--- config.mk ---
export PLATFORM = sky130hd
export DESIGN_NAME = jk_led_bank
export DESIGN_NICKNAME = d
export VERILOG_FILES = /design/src/rtl/jk_led_pkg.sv /design/src/rtl/jk_prescaler.sv /design/src/rtl/jk_led_bank.sv
export SDC_FILE = /design/constraint.sdc
export NUM_CORES = 1
export LEC_CHECK = 0
export ABC_CLOCK_PERIOD_IN_PS = 2300
export CAP_MARGIN = 10
export CORE_ASPECT_RATIO = 1.25
export CORE_MARGIN = 2
export CORE_UTILIZATION = 40
export DETAILED_ROUTE_END_ITERATION = 8
export DONT_BUFFER_PORTS = 1
export GPL_TIMING_DRIVEN = 0
export PLACE_DENSITY_LB_ADDON = 0.05
export SLEW_MARGIN = 20
export SYNTH_ARGS = -nofsm -noshare
export SYNTH_HDL_FRONTEND = slang
export SYNTH_HIERARCHICAL = 1
export SYNTH_SLANG_ARGS = --single-unit
--- constraint.sdc ---
create_clock -name clk -period 2.3 [get_ports clk]
set_input_delay 0.46 -clock clk [delete_from_list [all_inputs] [get_ports clk]]
set_output_delay 0.46 -clock clk [all_outputs]
set_load 0.01 [all_outputs]
--- src/rtl/jk_led_pkg.sv ---
// Shared mode encodings and the JK next-state rule for the LED bank.
// Latency: n/a (constants and a pure function).
// Backpressure: none.
package jk_led_pkg;

    localparam logic [1:0] MODE_JK_FAST = 2'b00;
    localparam logic [1:0] MODE_JK_TICK = 2'b01;
    localparam logic [1:0] MODE_COUNT   = 2'b10;
    localparam logic [1:0] MODE_HOLD    = 2'b11;

    // Classic JK behaviour: 00 hold, 01 reset, 10 set, 11 toggle.
    function automatic logic jk_next(input logic q, input logic j, input logic k);
        logic nxt;
        case ({j, k})
            2'b00:   nxt = q;
            2'b01:   nxt = 1'b0;
            2'b10:   nxt = 1'b1;
            default: nxt = ~q;
        endcase
        return nxt;
    endfunction

endpackage

--- src/rtl/jk_prescaler.sv ---
// Free-running divider producing a one-cycle tick every PRESCALE clk cycles.
// Latency: first tick PRESCALE cycles after reset release, then every PRESCALE cycles.
// Backpressure: none; runs unconditionally outside reset.
module jk_prescaler
    import jk_led_pkg::*;
#(
    parameter int PRESCALE = 12_000_000
) (
    input  logic clk,
    input  logic rst_n,
    output logic tick
);

    // A divide-by-one still needs a register bit so the width never collapses to zero.
    localparam int CW = (PRESCALE > 1) ? $clog2(PRESCALE) : 1;
    localparam logic [CW-1:0] LAST = CW'(PRESCALE - 1);

    logic [CW-1:0] count;
    logic          at_last;

    assign at_last = (count == LAST);

    // Count 0..PRESCALE-1 and register the wrap as the tick strobe.
    always_ff @(posedge clk) begin
        if (!rst_n) begin
            count <= '0;
            tick  <= 1'b0;
        end else begin
            tick  <= at_last;
            count <= at_last ? '0 : count + CW'(1);
        end
    end

endmodule

--- src/rtl/jk_led_bank.sv ---
// Bank of JK flip-flops driving LEDs, with fast, ticked, counter and hold modes.
// Latency: q updates one edge after inputs (JK_FAST) or at the edge closing a tick cycle.
// Backpressure: none; inputs are sampled every edge.
module jk_led_bank
    import jk_led_pkg::*;
#(
    parameter int CHANNELS  = 4,
    parameter int PRESCALE  = 12_000_000,
    parameter int LED_CHAIN = 1
) (
    input  logic                clk,
    input  logic                rst_n,
    input  logic [1:0]          mode,
    input  logic [CHANNELS-1:0] j,
    input  logic [CHANNELS-1:0] k,
    output logic [CHANNELS-1:0] q,
    output logic [CHANNELS-1:0] led,
    output logic                tick
);

    logic [CHANNELS-1:0] jk_q;
    logic [CHANNELS-1:0] tog_en;
    logic [CHANNELS-1:0] and_chain;
    logic [CHANNELS-1:0] q_nxt;

    jk_prescaler #(
        .PRESCALE (PRESCALE)
    ) u_prescaler (
        .clk   (clk),
        .rst_n (rst_n),
        .tick  (tick)
    );

    // Per-channel JK next state from the current j/k inputs.
    always_comb begin
        jk_q = '0;
        for (int i = 0; i < CHANNELS; i++) begin
            jk_q[i] = jk_next(q[i], j[i], k[i]);
        end
    end

    // Synchronous-counter toggle enables: bit i flips when all lower bits are set.
    always_comb begin
        tog_en    = '0;
        tog_en[0] = 1'b1;
        for (int i = 1; i < CHANNELS; i++) begin
            tog_en[i] = tog_en[i-1] & q[i-1];
        end
    end

    // Running AND of q from bit 0 upward for the chained LED display.
    always_comb begin
        and_chain    = '0;
        and_chain[0] = q[0];
        for (int i = 1; i < CHANNELS; i++) begin
            and_chain[i] = and_chain[i-1] & q[i];
        end
    end

    // Mode mux: the registered tick gates the slow modes at the edge closing its cycle.
    always_comb begin
        q_nxt = q;
        case (mode)
            MODE_JK_FAST: q_nxt = jk_q;
            MODE_JK_TICK: if (tick) q_nxt = jk_q;
            MODE_COUNT:   if (tick) q_nxt = q ^ tog_en;
            default:      q_nxt = q;
        endcase
    end

    // State register with synchronous clear.
    always_ff @(posedge clk) begin
        if (!rst_n) begin
            q <= '0;
        end else begin
            q <= q_nxt;
        end
    end

    // LED drive follows q in the same cycle.
    always_comb begin
        led = (LED_CHAIN != 0) ? and_chain : q;
    end

endmodule

## Word level (Yosys, flattened, before mapping)

Index checks and enable logic that the tools add are counted.

| storage, ports and cells | value |
|---|---|
| bits in registers | 29 |
| latch bits | 0 |
| bits in writable memories | 0 |
| memory bits (read-only) | 0 |
| input port bits | 12 |
| output and inout bits | 9 |
| word-level logic and storage cells | 41 |
| memories kept | 0 |

| cells by class | value |
|---|---|
| $add $sub $neg | 1 |
| $mul | 0 |
| divide/modulo/power cells | 0 |
| order comparisons | 0 |
| equality and inequality tests | 13 |
| shift-type cells | 0 |
| multiplexer cells | 7 |
| bitwise gates (word level) | 9 |
| reduce and logical (&&, ||, !) cells | 8 |

Operators by type and width:

| operator | count |
|---|---|
| $add 24x1->24 const B | 1 |
| $eq 24x24->1 const B | 1 |
| $pmux 1 s3 | 4 |
| $pmux 4 s3 | 1 |
| $eq 2x1->1 const B | 5 |
| $eq 2x2->1 const B | 5 |
| $logic_not 2->1 | 5 |
| $mux 4 | 2 |
| $not 1->1 | 5 |
| $ne 2x1->1 const B | 2 |
| $xor 4x4->4 | 1 |
| $and 1x1->1 | 3 |
| $reduce_and 3->1 | 1 |
| $reduce_bool 3->1 | 1 |
| $reduce_or 2->1 | 1 |

## Logic depth before layout (Yosys ltp)

Gate-level depths: netlist (run 1).

| logic depth | value |
|---|---|
| depth in word-level cells | 5 |
| mapped depth | 6 |
| mapped depth without buffers | 6 |

## Cells and area by module

The synthesis (run 1) kept the hierarchy.

Modules (own cells, without submodules):

| module | times used | cells an instance | area each (µm²) | seq. area each (µm²) |
|---|---|---|---|---|
| jk_prescaler | 1 | 138 | 1212.4 | 500.5 |
| jk_led_bank | 1 | 55 | 470.5 | 80.1 |

## Worst setup path before layout (run 1)

Ideal clock, no wire load.

| timing path | value |
|---|---|
| kind | register -> register |
| from | register u_prescaler.count[0] |
| to | register u_prescaler.count[14] |
| setup time | 0.125 ns |
| data arrival time | 1.830 ns |
| required time | 2.175 ns |
| path slack | 0.345 ns |
| stages on the path, launching flop included | 7 |
| buffers on the path | 1 |
| period minus slack after synthesis | 1.955 ns |
| cells stage by stage | dfxtp_1 > ha_1 > nand3_1 > or4_4 > o41ai_4 > buf_6 > a21oi_1 |

| on the way | value |
|---|---|
| longest elaborated chain between the ends | 2 |
| elaborated cells between the ends (all ways) | 3 |
| those cells by class | 1 x add/sub; 1 x eq/ne; 1 x reduce/logical |

RTL lines:

| item | line | text |
|---|---|---|
| start: declaration | jk_prescaler.sv:18 | `logic [CW-1:0] count;` |
| start signal: assignment | jk_prescaler.sv:30 | `count <= at_last ? '0 : count + CW'(1);` |
| parallel branches: the longest is 2 deep, another holds $add 24x1->24 | - |  |

Several ways; the timed one is not identified.
A chain may end at the register's enable or synchronous reset.

## Final worst setup path (run 1)

| timing path | value |
|---|---|
| from | register u_prescaler.count[0] |
| to | register u_prescaler.count[16] |

The elaborated chain is that of the path after synthesis.

==> impl_summary.log, run 1 <==
INFO  metric run_status = completed
INFO  metric finalHoldViolCount = 0
INFO  metric grt_antenna_before_repair = 0
INFO  metric critPathRequiredTime = ~2500 ps
INFO  metric viasPerCell = approximately 5.4
INFO  metric synth_nets = between 200 and 250
INFO  metric timing.setup.critical_path_class = flop to flop
INFO  metric detail_route.iter0.violations = 28
INFO  metric grt_first_pass_wirelength = approximately 5600 µm
INFO  metric period_minus_slack = between 2000 and 2500 ps
INFO  metric clock_tree.root_cell = sky130_fd_sc_hd__clkbuf_8
INFO  metric floorplan.io_pins = 21
INFO  metric share_of_the_clock_period_used_by_the_worst_path_after_layout = roughly 94%
INFO  metric timing_worst_slew_pin_value = 457 ps
INFO  metric relSlewSlack = a little over two thirds
INFO  metric synth_enable_flop_cells = 0
INFO  metric post_route_cells_drive_above_1_share = between 10% and 20%
INFO  metric portBuffers = 0
INFO  metric routed_wl = approximately 3500 µm
INFO  metric firstDrtPassIters = 4
INFO  metric tritoncts_clock_tree = done
INFO  metric die-width = 62.0 µm
INFO  metric combined_area_of_all_synthesized_cells = 1680 µm²
INFO  metric postCtsResizedCells = 0
INFO  metric timing.critical_path.arrival = between 2000 and 2500 ps
INFO  metric yosys_warnings = 6
INFO  metric initial_utilization = between 40% and 50%
INFO  metric r2r_slack = 140 ps
INFO  metric cts_sinks = 29
INFO  metric placementRows = 26
INFO  metric first_global_vias = approximately 1.3k
INFO  metric slew_viol_final = 0
INFO  metric syn_area_per_cell = 8.72 µm²
INFO  metric most_common_cell_after_layout_fill_and_taps_aside = sky130_fd_sc_hd__dfxtp_1
INFO  metric die_h = approximately 77 µm
INFO  metric synth.lib_cells_used.distinct = 44
INFO  metric finalPower = about 0.001 W
INFO  metric finClkSkew = ~2.5 ps
INFO  metric gp_routability_congestion = ~0.74
INFO  metric netlist.area_leader.share = 34.5%
INFO  metric setup.worst_path.end_class = flop
INFO  metric power_density = 547 nW/µm²
INFO  metric post-place-ws = ~120 ps
INFO  metric cts-htree-levels = 2
INFO  metric finalNetCount = about 220
INFO  metric drtAntennaViolNets = 0
INFO  metric synthesis.instances = just under 200
INFO  metric fp.dieArea = between 4000 and 5000 µm²
INFO  metric cts.hold.buffers_added = 0
INFO  metric proportion_of_synthesized_chip_area_in_sequential_cells = between 30% and 40%
INFO  metric power_leakage = 0.699 nW
INFO  metric synth_area_leaders = sky130_fd_sc_hd__dfxtp_1 (34%), sky130_fd_sc_hd__ha_1 (8.9%), sky130_fd_sc_hd__nor2_1 (3.8%), sky130_fd_sc_hd__nand2_1 (3.3%), sky130_fd_sc_hd__a21oi_1 (3.3%)
INFO  metric worst_hold_path_type = input pin to flop
INFO  metric ys_dominant_reg_cell = sky130_fd_sc_hd__dfxtp_1
INFO  metric worst_skew_pair.late_latency = 270 ps
INFO  metric routedWlPerCell = approximately 14 µm
INFO  metric postSynthRegisterBits = 29
INFO  metric max_cap_violations = 0
INFO  metric grt_setup_unrepaired = false
INFO  metric worstSetupStartpointType = flop
INFO  metric synthDominantAreaCellType = sky130_fd_sc_hd__dfxtp_1
INFO  metric pin_count_of_the_biggest_net_entering_global_routing = 12
INFO  metric layout_common_cells = sky130_fd_sc_hd__dfxtp_1 (29), sky130_fd_sc_hd__nor2_1 (17), sky130_fd_sc_hd__nand2_1 (15)
INFO  metric ctsLongestPathBuffers = 2
INFO  metric worst_setup_hold_path_clk_slew = 60 ps
INFO  metric count_of_antenna_diodes_in_the_layout = 0
INFO  metric layout-area-overhead-vs-synth = 9.29%
INFO  metric report.final.setup_viol = 0
INFO  metric setup-tns-final = 0 ps
INFO  metric hpwlAfterDp = ~2700 µm
INFO  metric cp_max_fo = 10
INFO  metric globalRouteTotalUtil = 15.8%
INFO  metric globalRoute.totalOverflow = 0
INFO  metric drc_errors = 0
INFO  metric via_count = roughly 1.4k
INFO  metric post-cts-setup-buffer-count = 0
INFO  metric core = around 4100 µm²
INFO  metric pnr_worst_setup_slack = about 140 ps
INFO  metric max_freq = ~460 MHz
INFO  metric worst_vdd_ir = 0.352 mV
INFO  metric share_of_flip_flops_with_an_asynchronous_set_or_reset_after_synthesis = 0%
INFO  metric cts_made_buffers = 5
critical path, stage by stage (launching register included):
cell and delay (ps):
sky130_fd_sc_hd__dfxtp_1 390, sky130_fd_sc_hd__ha_1 240, sky130_fd_sc_hd__nand3_1 120, sky130_fd_sc_hd__or4_4 550, sky130_fd_sc_hd__o41ai_4 490, sky130_fd_sc_hd__buf_6 210, sky130_fd_sc_hd__a21oi_1 50
path summary, 6_finish.rpt:
path | from | end | cells after the start
min reg2reg | u_prescaler/count[0] | u_prescaler/count[0] | 1
max reg2reg | u_prescaler/count[0] | u_prescaler/count[16] | 6
max | u_prescaler/count[0] | u_prescaler/count[16] | 6
min | rst_n | u_prescaler/tick | 1
cell usage after synthesis (all sizes together) (3+ instances only):
cell type,instances
nand4,6
ha,12
nor4,3
nand2,15
and2,5
o211ai,3
or3,6
buf,4
nor2,17
o21ai,8
dfxtp,29
o31ai,4
a21oi,12
xor2,4
nor3,3
or4,6
xnor2,6
o2111ai,3
nand3,9
a21o,3
and4,4
inv,14
area by class of cell:
cell class              instances  area (µm²)
plain buffers                   5        38.8
clock buffers                   7        86.3
fillers                       426        2230
inverters                      14        52.6
multi-input cells             145        1010
flip-flops and latches         29         581
well taps                      56        70.1
cell families after synthesis:
logic type / count (synthesis) / share of synthesized area [%]
and+or+nand+nor: 83 / 28.8
AOI/OAI and AO/OA: 39 / 16.6
DFF: 29 / 34.5
buffers and inverters: 19 / 5.43
adders and majority gates: 12 / 8.92
xor gates and xnor gates: 10 / 5.20
muxes: 1 / 0.595
per-stage QoR:
step / hold slack (ps) / utilization, % / area, µm² / std cells
floorplan: 437 / - / 1680 / 193
global placement: 458 / 43.1 / 1750 / 249
detailed placement: 464 / 43.1 / 1750 / 249
CTS: 293 / 45.2 / 1840 / 256
global route: 297 / 45.2 / 1840 / 256
finish: 308 / 45.2 / 1840 / 256
layer usage:
layer | global-route usage [%] | part of all wire [%] | vias to the layer above
li1 | - | - | 711
met1 | 17.5 | 43 | 642
met2 | 27.2 | 52 | 30
met3 | 4.75 | 4.1 | 4
met4 | 5.74 | 0.90 | 0
met5 | 0 | 0 | -
flip-flops by register name (all words and copies together), names as in the netlist:
signal / flops
u_prescaler/count: 24
u_prescaler/tick: 1
q: 4
where the power goes:
part / switching (W) / internal (W) / total, W
Clock: 0.000177 / 0.000237 / 0.000414
Combinational: 0.0000355 / 0.0000332 / 0.0000687
Sequential: 0.0000128 / 0.000511 / 0.000524
Total: 0.000226 / 0.000781 / 0.00101
Power figures use the tool's default switching activity.
==> run 2: changes to the inputs <==
Settings changed: ABC_CLOCK_PERIOD_IN_PS 2300 to 2200.
Clock period 2.3 ns to 2.2 ns, I/O delays scaled along.
==> impl_summary.log, run 2 (synthesis results as in run 1) <==
INFO  metric post-place-ws = around 24 ps
INFO  metric die_h = ~77 µm
INFO  metric setup.worst_path.end_class = flop
INFO  metric worst_setup_hold_path_clk_slew = around 60 ps
INFO  metric timing.rr.end = u_prescaler/count[16]
INFO  metric dp.cells = about 250
INFO  metric worstSetupStartpointType = flop
INFO  metric max_freq = 497 MHz
INFO  metric worstReg2RegStart = u_prescaler/count[0]
INFO  metric firstDrtPassIters = 4
INFO  metric fillCellCount = between 400 and 500
INFO  metric worst_skew_pair.late_latency = 270 ps
INFO  metric initial_utilization = between 40% and 50%
INFO  metric power_leakage = a little under 0.7 nW
INFO  metric slew_viol_final = 0
INFO  metric placementRows = 26
INFO  metric grt_setup_unrepaired = false
INFO  metric hold_end = u_prescaler/tick
INFO  metric clock_tree.root_cell = sky130_fd_sc_hd__clkbuf_8
INFO  metric met2_length = ~1800 µm
INFO  metric instance_area_at_placement = about 1800 µm²
INFO  metric detail_route.iter0.violations = 34
INFO  metric layout_top_registers = u_prescaler/count (24), q (4), u_prescaler/tick (1)
INFO  metric cp_max_fo = 10
INFO  metric layout_common_cells = sky130_fd_sc_hd__dfxtp_1 (29), sky130_fd_sc_hd__nor2_1 (17), sky130_fd_sc_hd__nand2_1 (15)
INFO  metric ctsLongestPathBuffers = 2
INFO  metric post_route_cells_drive_above_1_share = between 10% and 20%
INFO  metric via_count = around 1.4k
INFO  metric hpwlAfterDp = 2670 µm
INFO  metric grt_antenna_before_repair = 0
INFO  metric floorplan.io_pins = 21
INFO  metric drtAntennaViolNets = 0
INFO  metric share_of_the_clock_period_used_by_the_worst_path_after_layout = 91.5%
INFO  metric grt_first_pass_wirelength = roughly 5600 µm
INFO  metric most_common_cell_after_layout_fill_and_taps_aside = sky130_fd_sc_hd__dfxtp_1
INFO  metric cts-htree-levels = 2
INFO  metric worst_vdd_ir = 0.363 mV
INFO  metric critical_path.max_stage_delay = 540 ps
INFO  metric holdPathStages = 1
INFO  metric globalRoute.totalOverflow = 0
INFO  metric period_minus_slack = around 2000 ps
INFO  metric cpLargestDelayFamily = simple AND/OR/NAND/NOR gates
INFO  metric gp_routability_congestion = roughly 0.74
INFO  metric min-delay-start = rst_n
INFO  metric viasPerCell = 5.39
INFO  metric relSlewSlack = approximately 70%
INFO  metric registers.top_by_ff_count = u_prescaler/count
INFO  metric timing.critical_path.slowest_stage_cell = sky130_fd_sc_hd__or4_4
INFO  metric finalNetCount = between 200 and 250
INFO  metric drc_errors = 0
INFO  metric run_status = completed
INFO  metric count_of_antenna_diodes_in_the_layout = 0
INFO  metric cts_sinks = 29
INFO  metric critPathRequiredTime = 2360 ps
INFO  metric stdcell_area = approximately 1800 µm²
INFO  metric pnr_worst_setup_slack = around 190 ps
INFO  metric first_global_vias = about 1.3k
INFO  metric cts_made_buffers = 5
INFO  metric routedWlPerCell = 13.6 µm
INFO  metric timing.critical_path.arrival = roughly 2200 ps
INFO  metric power_density = ~570 nW/µm²
INFO  metric critPathBufInv = 1
INFO  metric globalRouteTotalUtil = 15.8%
INFO  metric routed_wl = between 3000 and 4000 µm
INFO  metric tritoncts_clock_tree = done
INFO  metric worst_hold_path_type = input pin to flop
INFO  metric finalHoldViolCount = 0
INFO  metric postCtsResizedCells = 0
INFO  metric pin_count_of_the_biggest_net_entering_global_routing = 12
INFO  metric layout-area-overhead-vs-synth = 9.29%
INFO  metric ff2ff_path_depth = 6
INFO  metric largest_reg_flops = 24
INFO  metric finalNonFillerCells = about 260
INFO  metric timing.setup.critical_path_class = flop to flop
INFO  metric finClkSkew = around 3.0 ps
INFO  metric wl_met1 = approximately 1500 µm
INFO  metric max_cap_violations = 0
INFO  metric timing_worst_slew_pin_value = between 400 and 500 ps
INFO  metric fp.dieArea = ~4700 µm²
INFO  metric dr.max_layer_used = met4
INFO  metric die-width = roughly 62 µm
INFO  metric report.final.setup_viol = 0
INFO  metric core = approximately 4000 µm²
INFO  metric worstPathCellList = ha_1 -> nand3_1 -> or4_4 -> o41ai_4 -> buf_6 -> a21oi_1
INFO  metric met3WireLength = about 130 µm
INFO  metric setup-tns-final = 0 ps
INFO  metric portBuffers = 0
INFO  metric r2r_slack = roughly 190 ps
INFO  metric finalPower = approximately 0.0011 W
run 2: cell counts in the layout (fill, tap and decap cells not counted):
Identical to the previous run, type by type.
run 2: stage by stage:
step / hold slack [ps] / utilization, %
2_1_floorplan: 437 / -
3_3_place_gp: 458 / 43.1
3_5_place_dp: 464 / 43.1
4_1_cts: 273 / 45.2
5_1_grt: 277 / 45.2
6_report: 285 / 45.2
run 2: layer usage:
layer  global-route usage (%)  up-vias
li1                         -      710
met1                     17.5      649
met2                     27.2       20
met3                     4.75        2
met4                     5.74        0
met5                        0        -
run 2: worst max-delay path by stage:
stage,cells after the start,endpoint,startpoint
after detailed placement,6,u_prescaler/count[19],u_prescaler/count[0]
after global routing,6,u_prescaler/count[23],u_prescaler/count[0]
final,6,u_prescaler/count[16],u_prescaler/count[0]
after floorplan,6,u_prescaler/count[14],u_prescaler/count[0]
after global placement,6,u_prescaler/count[14],u_prescaler/count[0]
after CTS,6,u_prescaler/count[16],u_prescaler/count[0]
run 2: cell type report:
type                       instances  area, µm²  area share, %
buffer                             5       38.8           2.11
clock buffer                       7       86.3           4.69
inverter                          14       52.6           2.86
multi-input combinational        145       1010           55.0
sequential                        29        581           31.6
tap                               56       70.1           3.81
run 2: what timing repair did:
item,CTS,global route
buffers inserted,0,0
setup endpoints to repair,0,21
endpoints found under the hold margin,0,0
hold buffers,0,0
run 2: where the power goes:
group / switching [W] / total [W] / internal (W)
sequential: 0.0000134 / 0.000548 / 0.000535
combinational: 0.0000372 / 0.0000719 / 0.0000347
clock: 0.000187 / 0.000434 / 0.000247
total: 0.000237 / 0.00105 / 0.000817
